File: src/rtl/pkt_hdr_buffer_pkg.sv
// Shared types and defaults for the packet header ingress buffer.
// Provides the FSM state type and the default widths used by the top.
package pkt_hdr_buffer_pkg;

  localparam int unsigned HdrMaxLenDefault = 64;
  localparam int unsigned ByteW            = 8;
  localparam int unsigned DataW            = 32;

  typedef enum logic [2:0] {
    StIdle,
    StFill,
    StDrain,
    StStart,
    StWait
  } pkt_buf_state_t;

  // State after the first byte of a packet is accepted in idle.
  function automatic pkt_buf_state_t first_byte_next(input logic        last,
                                                     input int unsigned hdr_len);
    if (last) begin
      return StStart;
    end
    return (hdr_len == 1) ? StDrain : StFill;
  endfunction

endpackage

File: src/rtl/pkt_hdr_buffer.sv
// Captures the first HDR_MAX_LEN bytes of a byte-serial packet, hands them to the parser
// with a one-cycle start pulse and holds them until the parser finishes.
module pkt_hdr_buffer
  import pkt_hdr_buffer_pkg::*;
#(
  parameter int unsigned HDR_MAX_LEN = HdrMaxLenDefault,
  parameter int unsigned LEN_W       = DataW
) (
  input  logic             clk,
  input  logic             rst,
  input  logic             in_valid_i,
  input  logic [ByteW-1:0] in_data_i,
  input  logic             in_last_i,
  output logic             in_ready_o,
  output logic             start_o,
  output logic [ByteW-1:0] pkt_hdr_o [0:HDR_MAX_LEN-1],
  output logic [LEN_W-1:0] pkt_len_o,
  input  logic             parser_ready_i,
  input  logic             cfg_busy_i,
  output logic [LEN_W-1:0] pkt_cnt_o
);

  localparam int unsigned      IdxW    = (HDR_MAX_LEN > 1) ? $clog2(HDR_MAX_LEN) : 1;
  localparam logic [LEN_W-1:0] LastIdx = LEN_W'(HDR_MAX_LEN - 1);
  localparam logic [LEN_W-1:0] LenOne  = LEN_W'(1);

  pkt_buf_state_t   state_q;
  logic [ByteW-1:0] hdr_q [0:HDR_MAX_LEN-1];
  logic [LEN_W-1:0] len_q;
  logic [LEN_W-1:0] cnt_q;
  logic             seen_low_q;

  logic             accept;
  logic             start_fire;
  logic [LEN_W-1:0] len_inc;
  logic [IdxW-1:0]  wr_idx;

  assign in_ready_o = (state_q == StIdle) || (state_q == StFill) || (state_q == StDrain);
  assign accept     = in_valid_i && in_ready_o;

  // A busy parser ignores start, so the pulse is held back until it is free.
  assign start_fire = (state_q == StStart) && !cfg_busy_i;
  assign start_o    = start_fire;

  assign len_inc = (len_q == {LEN_W{1'b1}}) ? len_q : len_q + LenOne;
  assign wr_idx  = IdxW'(len_q);

  assign pkt_hdr_o = hdr_q;
  assign pkt_len_o = len_q;
  assign pkt_cnt_o = cnt_q;

  always_ff @(posedge clk) begin
    if (rst) begin
      state_q    <= StIdle;
      len_q      <= '0;
      cnt_q      <= '0;
      seen_low_q <= 1'b0;
      for (int i = 0; i < HDR_MAX_LEN; i++) begin
        hdr_q[i] <= '0;
      end
    end else begin
      unique case (state_q)
        StIdle: begin
          if (accept) begin
            hdr_q[0] <= in_data_i;
            for (int i = 1; i < HDR_MAX_LEN; i++) begin
              hdr_q[i] <= '0;
            end
            len_q   <= LenOne;
            state_q <= first_byte_next(in_last_i, HDR_MAX_LEN);
          end
        end
        StFill: begin
          if (accept) begin
            hdr_q[wr_idx] <= in_data_i;
            len_q         <= len_inc;
            if (in_last_i) begin
              state_q <= StStart;
            end else if (len_q == LastIdx) begin
              state_q <= StDrain;
            end
          end
        end
        StDrain: begin
          if (accept) begin
            len_q <= len_inc;
            if (in_last_i) begin
              state_q <= StStart;
            end
          end
        end
        StStart: begin
          if (start_fire) begin
            cnt_q      <= cnt_q + LenOne;
            seen_low_q <= 1'b0;
            state_q    <= StWait;
          end
        end
        StWait: begin
          // Ready may still be high from the previous packet right after start.
          if (!parser_ready_i) begin
            seen_low_q <= 1'b1;
          end
          if (seen_low_q && parser_ready_i) begin
            state_q <= StIdle;
          end
        end
        default: state_q <= StIdle;
      endcase
    end
  end

endmodule

File: config.mk
export PLATFORM = sky130hd
export DESIGN_NAME = pkt_hdr_buffer
export DESIGN_NICKNAME = d
export VERILOG_FILES = /design/src/rtl/pkt_hdr_buffer_pkg.sv /design/src/rtl/pkt_hdr_buffer.sv
export SDC_FILE = /design/constraint.sdc
export NUM_CORES = 1
export LEC_CHECK = 0
export BUFFER_PORTS_ARGS = -buffer_cell sky130_fd_sc_hd__buf_2
export CAP_MARGIN = 0
export CORE_ASPECT_RATIO = 0.6
export CORE_MARGIN = 2
export CORE_UTILIZATION = 47
export DETAILED_ROUTE_END_ITERATION = 10
export HOLD_SLACK_MARGIN = 0.06
export PLACE_DENSITY = 0.84
export SYNTH_ARGS = -nofsm -noshare
export SYNTH_HDL_FRONTEND = slang
export SYNTH_SLANG_ARGS = --single-unit
File: constraint.sdc
create_clock -name clk -period 1.8 [get_ports clk]
set_input_delay 0.09 -clock clk [delete_from_list [all_inputs] [get_ports clk]]
set_output_delay 0.09 -clock clk [all_outputs]
set_load 0.01 [all_outputs]
==> results.json <==
{
  "layout_min_cycle_time_ns": 2.028,
  "min-delay-path-class": "in -> reg",
  "drtAntennaViolNets": 0,
  "grt_max_degree": 113,
  "seqPwrFrac_pct": 44.8,
  "synth-edff-count": 0,
  "fin_nets": 3208,
  "critPathArrivalTime_ns": 2.47,
  "start_kind": "flip-flop",
  "skew_ns": 0.02839,
  "final_cell_mix": "buf_2, dfxtp_1, nor2_1",
  "gp_congestion": 0.9470,
  "syn_avg_cell_area_um2": 9.056,
  "p_per_area_nw_per_um2": 867.6,
  "grt_pass1_wl_um": 132800,
  "required_ns": 2.24,
  "r2r_end": "pkt_len_o[4]",
  "fillers": 2772,
  "endpoint": "pkt_len_o[4]",
  "dpl.hpwl_um": 58090,
  "async_flop_share_pct": 0,
  "setup_slack_ns": -0.2279,
  "yosysUniqueCellTypes": 59,
  "routed_wl_um": 102200,
  "netlist_instances": 2359,
  "root_buffer": "clkbuf_16",
  "dp_cells": 3629,
  "vias": 24581,
  "die_x_um": 279.2,
  "cts_buffers": 51,
  "ys_ff_latch": 580,
  "drv_slew": 0,
  "hold_viol_final": 0,
  "power.net_switching_uw": 7735,
  "ir_drop_mv": 0.8491,
  "outcome": "complete, but fails checks",
  "p_int_uw": 21010,
  "drive_above_1_share_pct": 47.74,
  "clockBufferDepth": 3,
  "grt_pass1_vias": 22560,
  "r2r_cells": 8,
  "clock_sinks": 580,
  "pre_cts_ws_ns": -0.2761,
  "initial_core_util_pct": 47.67,
  "yosysSeqAreaShare_pct": 54.35,
  "clkPwrFrac_pct": 42.5,
  "power_frac_comb_pct": 12.7,
  "drc": 0,
  "power.leakage_uw": 0.01353,
  "rsz0062_at_grt": "true",
  "ys.flop_type": "dfxtp_1",
  "grt_antenna_before_repair": 1,
  "worstSkewPairLatency_ns": 0.60,
  "fin_crit_sh_pct": 112.7,
  "wl_per_cell_um": 26.73,
  "placeableCoreArea_um2": 44820,
  "final_common_cell": "buf_2",
  "violations": "setup timing",
  "portBuffers": 591,
  "track_usage_pct": 35.76,
  "crit_fanout": 20,
  "worstSetupEndpointType": "flip-flop",
  "setup_violations": 201,
  "firstDrtPassIters": 8,
  "dieArea_um2": 47230,
  "clk_pin_slew_ns": 0.07,
  "worstHoldPathCells": 4,
  "via_per_inst": 6.428,
  "area_growth_pct": 55.05,
  "rows": 60,
  "stdcell_count": 3824,
  "maxSlewHeadroom_pct": 63.69,
  "io-pin-count": 592,
  "yosys_warnings": 0,
  "regToRegSetupSlack_ns": -0.23,
  "fmax_mhz": 493.1,
  "die_h_um": 169.1,
  "h-tree-depth": 2,
  "drt_iter0_drc": 3190,
  "p_sw_share_pct": 26.91,
  "r2r_start": "pkt_len_o[8]",
  "syn-cell-area_um2": 21360,
  "crit_path_start": "pkt_len_o[8]",
  "tightest_slew_ns": 0.5447,
  "overflow": 0,
  "cap_violations": 0,
  "cts_tree": "done",
  "syn-num-nets": 2375,
  "path_class": "reg -> reg"
}
-- through the flow --
stage	setup TNS (ns)	utilization, %	cell area, µm²	total power (µW)	hold WS [ns]
after floorplan	-7.447	-	21990	14500	0.2375
after global placement	-20.86	61.03	27350	15440	0.3949
after CTS	-2.278	67.65	30320	27760	0.1602
after global routing	-24.60	73.91	33130	29320	0.2160
after detailed placement	-39.04	61.03	27350	15510	0.3952
final	-10.69	73.91	33130	28740	0.1994
-- per-layer routing --
metal  wire [µm]  part of all wire (%)  vias to the layer above  global-route usage [%]
met5           0                     0                        -                       0
met4        6566                   6.4                        0                   19.75
met3       13130                    13                      522                   9.224
met2       44650                    44                     2033                   56.77
met1       37860                    37                    11793                   44.67
li1            -                     -                    10233                       -
-- worst min path at each step --
stage	startpoint	slack [ns]	end
5_1_grt	in_valid_i	0.22	state_q[0]
3_5_place_dp	in_data_i[6]	0.40	pkt_hdr_o[430]
3_3_place_gp	in_data_i[4]	0.39	pkt_hdr_o[508]
6_report	in_valid_i	0.20	state_q[0]
2_1_floorplan	in_data_i[0]	0.24	pkt_hdr_o[504]
4_1_cts	in_valid_i	0.16	state_q[1]
-- cell usage after synthesis, types with 3 or more instances --
| cell | number | share of area, % |
|---|---|---|
| nand2_1 | 51 | 0.90 |
| nor2_1 | 564 | 9.9 |
| or4_1 | 6 | 0.21 |
| nor2b_1 | 11 | 0.32 |
| a21oi_1 | 51 | 1.2 |
| a311oi_1 | 13 | 0.53 |
| a41oi_1 | 5 | 0.20 |
| buf_2 | 43 | 1.0 |
| a31oi_1 | 15 | 0.44 |
| a211oi_1 | 3 | 0.11 |
| clkbuf_1 | 141 | 2.5 |
| and4_1 | 7 | 0.29 |
| xnor2_1 | 20 | 0.82 |
| nand3_1 | 64 | 1.5 |
| nor4_2 | 3 | 0.18 |
| a22oi_1 | 488 | 17 |
| and2_1 | 4 | 0.12 |
| nor3_1 | 22 | 0.52 |
| nand2b_1 | 4 | 0.12 |
| or3b_2 | 4 | 0.16 |
| and3_1 | 18 | 0.53 |
| o21ai_1 | 61 | 1.4 |
| nand4_1 | 25 | 0.73 |
| xor2_1 | 3 | 0.12 |
| dfxtp_1 | 580 | 54 |
| inv_1 | 19 | 0.33 |
| nand3b_1 | 8 | 0.28 |
| or3_1 | 12 | 0.35 |
| o31ai_1 | 8 | 0.28 |
| nor2_2 | 24 | 0.70 |
| o21ai_0 | 26 | 0.61 |
| nor4_1 | 16 | 0.47 |
-- flip-flops by register name (all words and copies together), names as in the netlist --
| name | flops |
|---|---|
| pkt_hdr_o | 512 |
| pkt_cnt_o | 32 |
| pkt_len_o | 32 |
| state_q | 3 |
| seen_low_q | 1 |
-- cells by family (layout without fill, tap and decap cells) --
logic type / Yosys count / in the layout / synth area share (%)
xor gates and xnor gates: 23 / 23 / 0.9429
and+or+nand+nor: 851 / 853 / 17.64
DFF: 580 / 580 / 54.35
buffers and inverters: 210 / 1083 / 4.047
other: 0 / 1 / 0
muxes: 2 / 2 / 0.09371
adders and majority gates: 2 / 2 / 0.1171
AOI/OAI and AO/OA: 691 / 691 / 22.81
-- repair_timing --
item | 4_1_cts | 5_1_grt
endpoints found under the hold margin | 51 | 0
hold buffers | 12 | 0
buffers inserted | 9 | 47
resized for setup | 165 | 380
gates cloned | 7 | 28
pin swaps | 44 | 131
endpoints found under the setup margin | 520 | 478
-- critical path, stage by stage (launching register included) --
cell and delay, ns:
dfxtp_2 0.34, nand4_1 0.19, nor4_2 0.37, buf_4 0.18
buf_6 0.09, nand4_1 0.16, buf_6 0.24, a31oi_2 0.22
a211oi_2 0.08
-- area by class of cell --
| class | count | area [µm²] | area share [%] |
|---|---|---|---|
| Clock buffer | 66 | 1455 | 4.393 |
| Antenna cell | 1 | 2.502 | 0.007554 |
| Inverter | 20 | 76.32 | 0.2304 |
| Timing Repair Buffer | 968 | 7233 | 21.84 |
| Multi-Input combinational cell | 1571 | 11570 | 34.92 |
| Clock inverter | 29 | 392.9 | 1.186 |
| Sequential cell | 580 | 11660 | 35.20 |
| Tap cell | 589 | 737.0 | 2.225 |
-- power groups by stage --
stage               clock network [µW]  registers (µW)  logic [µW]
finish                           12200           12900        3650
global route                     12700           12900        3740
CTS                              12100           12900        2740
detailed placement                   0           13200        2330
global placement                     0           13200        2270
floorplan                            0           13200        1320
(Power assumes the default switching activity.)
